**src/rtl/pg_monitor.sv**
```systemverilog
// Power-good supervisor: synchronises and debounces regulator power-good pins,
// sequences a qualified system enable and latches the first failing rail.
`timescale 1ns/1ps
module pg_monitor #(
  parameter int NUM_RAILS       = 8,
  parameter int DEBOUNCE_CYCLES = 64,
  parameter int STARTUP_CYCLES  = 6400,
  localparam int FRW = (NUM_RAILS > 1) ? $clog2(NUM_RAILS) : 1
) (
  input  logic                 sysclk,
  input  logic                 reset,
  input  logic [NUM_RAILS-1:0] pg_raw,
  input  logic [NUM_RAILS-1:0] rail_mask,
  input  logic                 fault_clear,
  output logic [NUM_RAILS-1:0] pg_filtered,
  output logic                 sys_enable,
  output logic                 fault,
  output logic [FRW-1:0]       fault_rail,
  output logic [1:0]           state
);

  localparam int DCW = $clog2(DEBOUNCE_CYCLES + 1);
  localparam int SCW = (STARTUP_CYCLES > 1) ? $clog2(STARTUP_CYCLES) : 1;
  localparam logic [DCW-1:0] DB_LAST = DCW'(DEBOUNCE_CYCLES - 1);
  localparam logic [SCW-1:0] SU_LAST = SCW'(STARTUP_CYCLES - 1);

  typedef enum logic [1:0] {
    ST_WAIT    = 2'b00,
    ST_STARTUP = 2'b01,
    ST_RUN     = 2'b10,
    ST_FAULT   = 2'b11
  } state_t;

  logic [NUM_RAILS-1:0] sync1_q, pg_sync_q;
  logic [NUM_RAILS-1:0] pg_filt_q, pg_filt_d;
  logic [DCW-1:0]       db_cnt_q [NUM_RAILS];
  logic [DCW-1:0]       db_cnt_d [NUM_RAILS];
  state_t               state_q, state_d;
  logic [SCW-1:0]       su_cnt_q, su_cnt_d;
  logic                 en_q, en_d;
  logic                 fault_q, fault_d;
  logic [FRW-1:0]       rail_q, rail_d, low_idx;
  logic [NUM_RAILS-1:0] bad;
  logic                 all_good, drop;

  // Per-rail debounce: a filtered bit flips only after DEBOUNCE_CYCLES mismatched cycles.
  always_comb begin
    pg_filt_d = pg_filt_q;
    db_cnt_d  = db_cnt_q;
    for (int i = 0; i < NUM_RAILS; i++) begin
      if (pg_sync_q[i] == pg_filt_q[i]) begin
        db_cnt_d[i] = '0;
      end else if (db_cnt_q[i] == DB_LAST) begin
        db_cnt_d[i]  = '0;
        pg_filt_d[i] = ~pg_filt_q[i];
      end else begin
        db_cnt_d[i] = db_cnt_q[i] + DCW'(1);
      end
    end
  end

  assign bad      = ~pg_filt_q & rail_mask;
  assign drop     = |bad;
  assign all_good = &(pg_filt_q | ~rail_mask);

  // Lowest-index failing required rail; scanning downward lets the lowest one win.
  always_comb begin
    low_idx = '0;
    for (int i = NUM_RAILS - 1; i >= 0; i--) begin
      low_idx = bad[i] ? FRW'(i) : low_idx;
    end
  end

  // Sequencing FSM next-state and registered-output values.
  always_comb begin
    state_d  = state_q;
    su_cnt_d = su_cnt_q;
    en_d     = 1'b0;
    fault_d  = fault_q;
    rail_d   = rail_q;
    case (state_q)
      ST_WAIT: begin
        if (all_good) begin
          state_d  = ST_STARTUP;
          su_cnt_d = '0;
        end else begin
          state_d = ST_WAIT;
        end
      end
      ST_STARTUP: begin
        if (drop) begin
          state_d = ST_WAIT;
        end else if (su_cnt_q == SU_LAST) begin
          state_d = ST_RUN;
          en_d    = 1'b1;
        end else begin
          su_cnt_d = su_cnt_q + SCW'(1);
        end
      end
      ST_RUN: begin
        if (drop) begin
          state_d = ST_FAULT;
          fault_d = 1'b1;
          rail_d  = low_idx;
        end else begin
          en_d = 1'b1;
        end
      end
      ST_FAULT: begin
        // Clearing always goes back through a full startup delay.
        if (fault_clear) begin
          state_d = ST_WAIT;
          fault_d = 1'b0;
        end else begin
          fault_d = 1'b1;
        end
      end
      default: begin
        state_d = ST_WAIT;
        fault_d = 1'b0;
      end
    endcase
  end

  // Synchroniser and debounce state.
  always_ff @(posedge sysclk or posedge reset) begin
    if (reset) begin
      sync1_q   <= '0;
      pg_sync_q <= '0;
      pg_filt_q <= '0;
      for (int i = 0; i < NUM_RAILS; i++) begin
        db_cnt_q[i] <= '0;
      end
    end else begin
      sync1_q   <= pg_raw;
      pg_sync_q <= sync1_q;
      pg_filt_q <= pg_filt_d;
      db_cnt_q  <= db_cnt_d;
    end
  end

  // FSM state and its registered outputs.
  always_ff @(posedge sysclk or posedge reset) begin
    if (reset) begin
      state_q  <= ST_WAIT;
      su_cnt_q <= '0;
      en_q     <= 1'b0;
      fault_q  <= 1'b0;
      rail_q   <= '0;
    end else begin
      state_q  <= state_d;
      su_cnt_q <= su_cnt_d;
      en_q     <= en_d;
      fault_q  <= fault_d;
      rail_q   <= rail_d;
    end
  end

  assign pg_filtered = pg_filt_q;
  assign sys_enable  = en_q;
  assign fault       = fault_q;
  assign fault_rail  = rail_q;
  assign state       = state_q;

endmodule

```
**config.mk**
```make
export PLATFORM = sky130hd
export DESIGN_NAME = pg_monitor
export DESIGN_NICKNAME = d
export VERILOG_FILES = /design/src/rtl/pg_monitor.sv
export SDC_FILE = /design/constraint.sdc
export NUM_CORES = 1
export LEC_CHECK = 0
export CORE_MARGIN = 4
export CORE_UTILIZATION = 58
export DETAILED_ROUTE_END_ITERATION = 10
export GPL_TIMING_DRIVEN = 0
export PLACE_DENSITY = 0.84
export SYNTH_ARGS = -nofsm -noshare
export SYNTH_HDL_FRONTEND = slang
export SYNTH_SLANG_ARGS = --single-unit
```
**constraint.sdc**
```tcl
create_clock -name sysclk -period 3.4 [get_ports sysclk]
set_input_delay 0.51 -clock sysclk [delete_from_list [all_inputs] [get_ports sysclk]]
set_output_delay 0.51 -clock sysclk [all_outputs]
set_load 0.05 [all_outputs]
```
==> flow_summary.json <==
{
  "power.share.switching": 0.243,
  "leakage_nw": 2.42,
  "power.density_nw_per_um2": 415,
  "clkTransAtPathRegs_ps": 90,
  "grt_pass1_vias": 3233,
  "crit_path_cell_trace": "clkdlybuf4s50_1",
  "rsz0062_at_grt": "false",
  "power.share.sequential": 0.579,
  "yosysSeqAreaShare": 0.542,
  "synth_warnings": 0,
  "synth.cell_area_um2": 4620,
  "dieArea_um2": 9450,
  "async_reset_ff_frac": 1.00,
  "io_buffers": 33,
  "final.fill_count": 552,
  "drtAntennaViolNets": 0,
  "fin_skew_ps": 9.29,
  "tightestPinTransition_ps": 797,
  "max_stage_delay_ps": 860,
  "synth.top_cells.by_count": "dfrtp_1 (100), nor2_1 (66), nand3_1 (36)",
  "area_growth_syn_to_layout_pct": 14.9,
  "reg2reg_to": "state[0]",
  "netlist-cell-type-count": 54,
  "synth_area_per_cell_um2": 10.8,
  "hold_end": "pg_sync_q[7]",
  "clk_latency_ps": 370,
  "final_max_slew_viol_count": 0,
  "cp.arrival_ps": 1720,
  "power_mw": 2.20,
  "drt-initial-drc-count": 120,
  "die_y_um": 97.2,
  "post_cts_buffers": 0,
  "pwr-share-comb": 0.076,
  "ir_drop_v": 0.000310,
  "r2r_start": "su_cnt_q[0]",
  "dr_total_vias": 3210,
  "start_util": 0.597,
  "crit_family": "buffers and inverters",
  "fin_crit_sh": 0.656,
  "gp_congestion": 0.878,
  "syn_nets": 461,
  "overflow": 0,
  "clockPowerShare": 0.345,
  "cts_hold_buf": 0,
  "grt_max_degree": 71,
  "worst-r2r-setup-slack_ps": 1410,
  "cts_max_path_buffers": 2,
  "drive_gt1_frac": 0.0879,
  "grt_pass1_wl_mm": 14.3,
  "vias_per_cell": 5.53,
  "status": "finished, final reports clean",
  "cts_made_buffers": 9,
  "synth.most_common_cell": "dfrtp_1",
  "die_w_um": 97.2,
  "synth_seq_cells": 100,
  "io_pins": 34,
  "drc_errors": 0,
  "cp-end-kind": "primary output",
  "layout.cells.non_filler": 580,
  "drt_first_pass_iters": 4,
  "p_sw_mw": 0.534,
  "htreeDepth": 3,
  "dp.cells": 564,
  "hp-start": "sync1_q[7]",
  "crit_type": "reg2out",
  "crit_buf_inv": 1,
  "drv_cap": 0,
  "antenna_found_initial": 0,
  "timing.slew.headroom": 0.466,
  "cp.required_ps": 2890,
  "min_path_cells": 0,
  "dominantRegCellSynth": "dfrtp_1",
  "period_needed_ps": 2230,
  "dp_hpwl_mm": 5.90,
  "fmax_mhz": 449,
  "nets": 506,
  "synth_top_area_share": 0.542,
  "reg2reg_depth": 6,
  "hp-class": "reg2reg",
  "synth_edf_count": 0,
  "wl_per_cell_um": 14.3,
  "ys_top_cells_by_area": "dfrtp_1 (54%), nor2_1 (5.4%), xor2_1 (4.6%)",
  "core_um2": 7730,
  "cp-start-kind": "flip-flop",
  "drt_wl_total_mm": 8.27,
  "worst-path-max-fanout": 6,
  "slowest_stage": "clkdlybuf4s50_1",
  "cts_sinks": 100,
  "internal_power_mw": 1.67,
  "n_antenna_cell": 0,
  "row_count": 32,
  "root_buffer": "clkbuf_8",
  "finalHoldViolations": 0,
  "setup_viol": 0,
  "synthCells": 428,
  "post_cts_resized": 0,
  "grt_use_total": 0.184,
  "yosysTopAreaCell": "dfrtp_1",
  "cts_tree": "built"
}
==> power by group through the flow <==
stage               clock network [mW]  registers [mW]  logic (mW)
floorplan                            0            1.31      0.0898
global placement                     0            1.29       0.159
detailed placement                   0            1.30       0.169
CTS                              0.782            1.27       0.171
global route                     0.831            1.28       0.186
finish                           0.760            1.27       0.167
==> logic make-up (layout without fill, tap and decap cells) <==
family	Yosys count	count (layout)	synth area share
muxes	7	7	0.0171
AOI/OAI and AO/OA	53	53	0.0786
DFF	100	100	0.542
and+or+nand+nor	189	189	0.214
xor gates and xnor gates	47	47	0.0892
buffers and inverters	18	68	0.0211
adders and majority gates	14	14	0.0380
==> layer usage <==
metal	vias up	global-route usage	routed length, µm
li1	1577	-	-
met1	1559	0.229	3600
met2	65	0.315	4160
met3	9	0.0517	417
met4	0	0.0497	102
met5	-	0	0
==> area by class of cell <==
class | count | area [µm²] | area share
clock buffer | 11 | 141 | 0.0267
inverter | 12 | 47.5 | 0.00896
tap | 102 | 128 | 0.0241
buffer | 6 | 52.6 | 0.00991
multi-input combinational | 310 | 2020 | 0.380
timing repair buffer | 34 | 358 | 0.0675
clock inverter | 5 | 58.8 | 0.0111
sequential | 100 | 2500 | 0.472
==> state kept, by name, indices dropped and copies added (netlist names), named ones only <==
signal and cells:
fault_rail 3, pg_sync_q 8, db_cnt_q 56, state 1
sys_enable 1, fault 1, pg_filtered 8, sync1_q 8
su_cnt_q 13
==> worst max-delay path by stage <==
| stage | startpoint | to | slack [ps] | cells past startpoint |
|---|---|---|---|---|
| after floorplan | reset | async pin | 270 | 1 |
| after global placement | reset | pg_sync_q[4] | -1090 | 2 |
| after detailed placement | rail_mask[1] | su_cnt_q[4] | 940 | 5 |
| after CTS | pg_filtered[2] | pg_filtered[2] | 1130 | 1 |
| after global routing | pg_filtered[2] | pg_filtered[2] | 1090 | 1 |
| final | pg_filtered[2] | pg_filtered[2] | 1170 | 1 |
==> metrics by stage <==
| stage | setup slack, ps | utilization | setup TNS (ps) | hold WS [ps] | area (µm²) |
|---|---|---|---|---|---|
| 6_report | 1170 | 0.686 | 0 | 362 | 5300 |
| 3_5_place_dp | 942 | 0.660 | 0 | 336 | 5100 |
| 3_3_place_gp | -1090 | 0.657 | -108900 | 334 | 5070 |
| 4_1_cts | 1130 | 0.686 | 0 | 366 | 5300 |
| 5_1_grt | 1090 | 0.686 | 0 | 370 | 5300 |
| 2_1_floorplan | 271 | - | 0 | 331 | 4620 |
==> cell usage in the layout, fill, tap and decap left out, drive strengths merged, types with 2 or more instances in the layout <==
cell / synthesis / routed
a21oi: 9 / 9
nand2b: 6 / 6
a221o: 2 / 2
clkbuf: 2 / 13
a22o: 2 / 2
o41ai: 4 / 4
nor2b: 8 / 8
nor4: 2 / 2
mux2: 7 / 7
nand2: 23 / 23
and3: 20 / 20
a31oi: 2 / 2
nor3b: 2 / 2
o211ai: 2 / 2
o21ai: 16 / 16
nor3: 8 / 8
clkinvlp: 0 / 2
xor2: 24 / 24
clkdlybuf4s50: 0 / 33
dfrtp: 100 / 100
xnor2: 23 / 23
buf: 4 / 5
ha: 14 / 14
and2: 7 / 7
inv: 12 / 13
and4: 2 / 2
nand3: 36 / 36
nor2: 67 / 67
a211o: 4 / 4
nand4: 3 / 3
(Power assumes the default switching activity.)
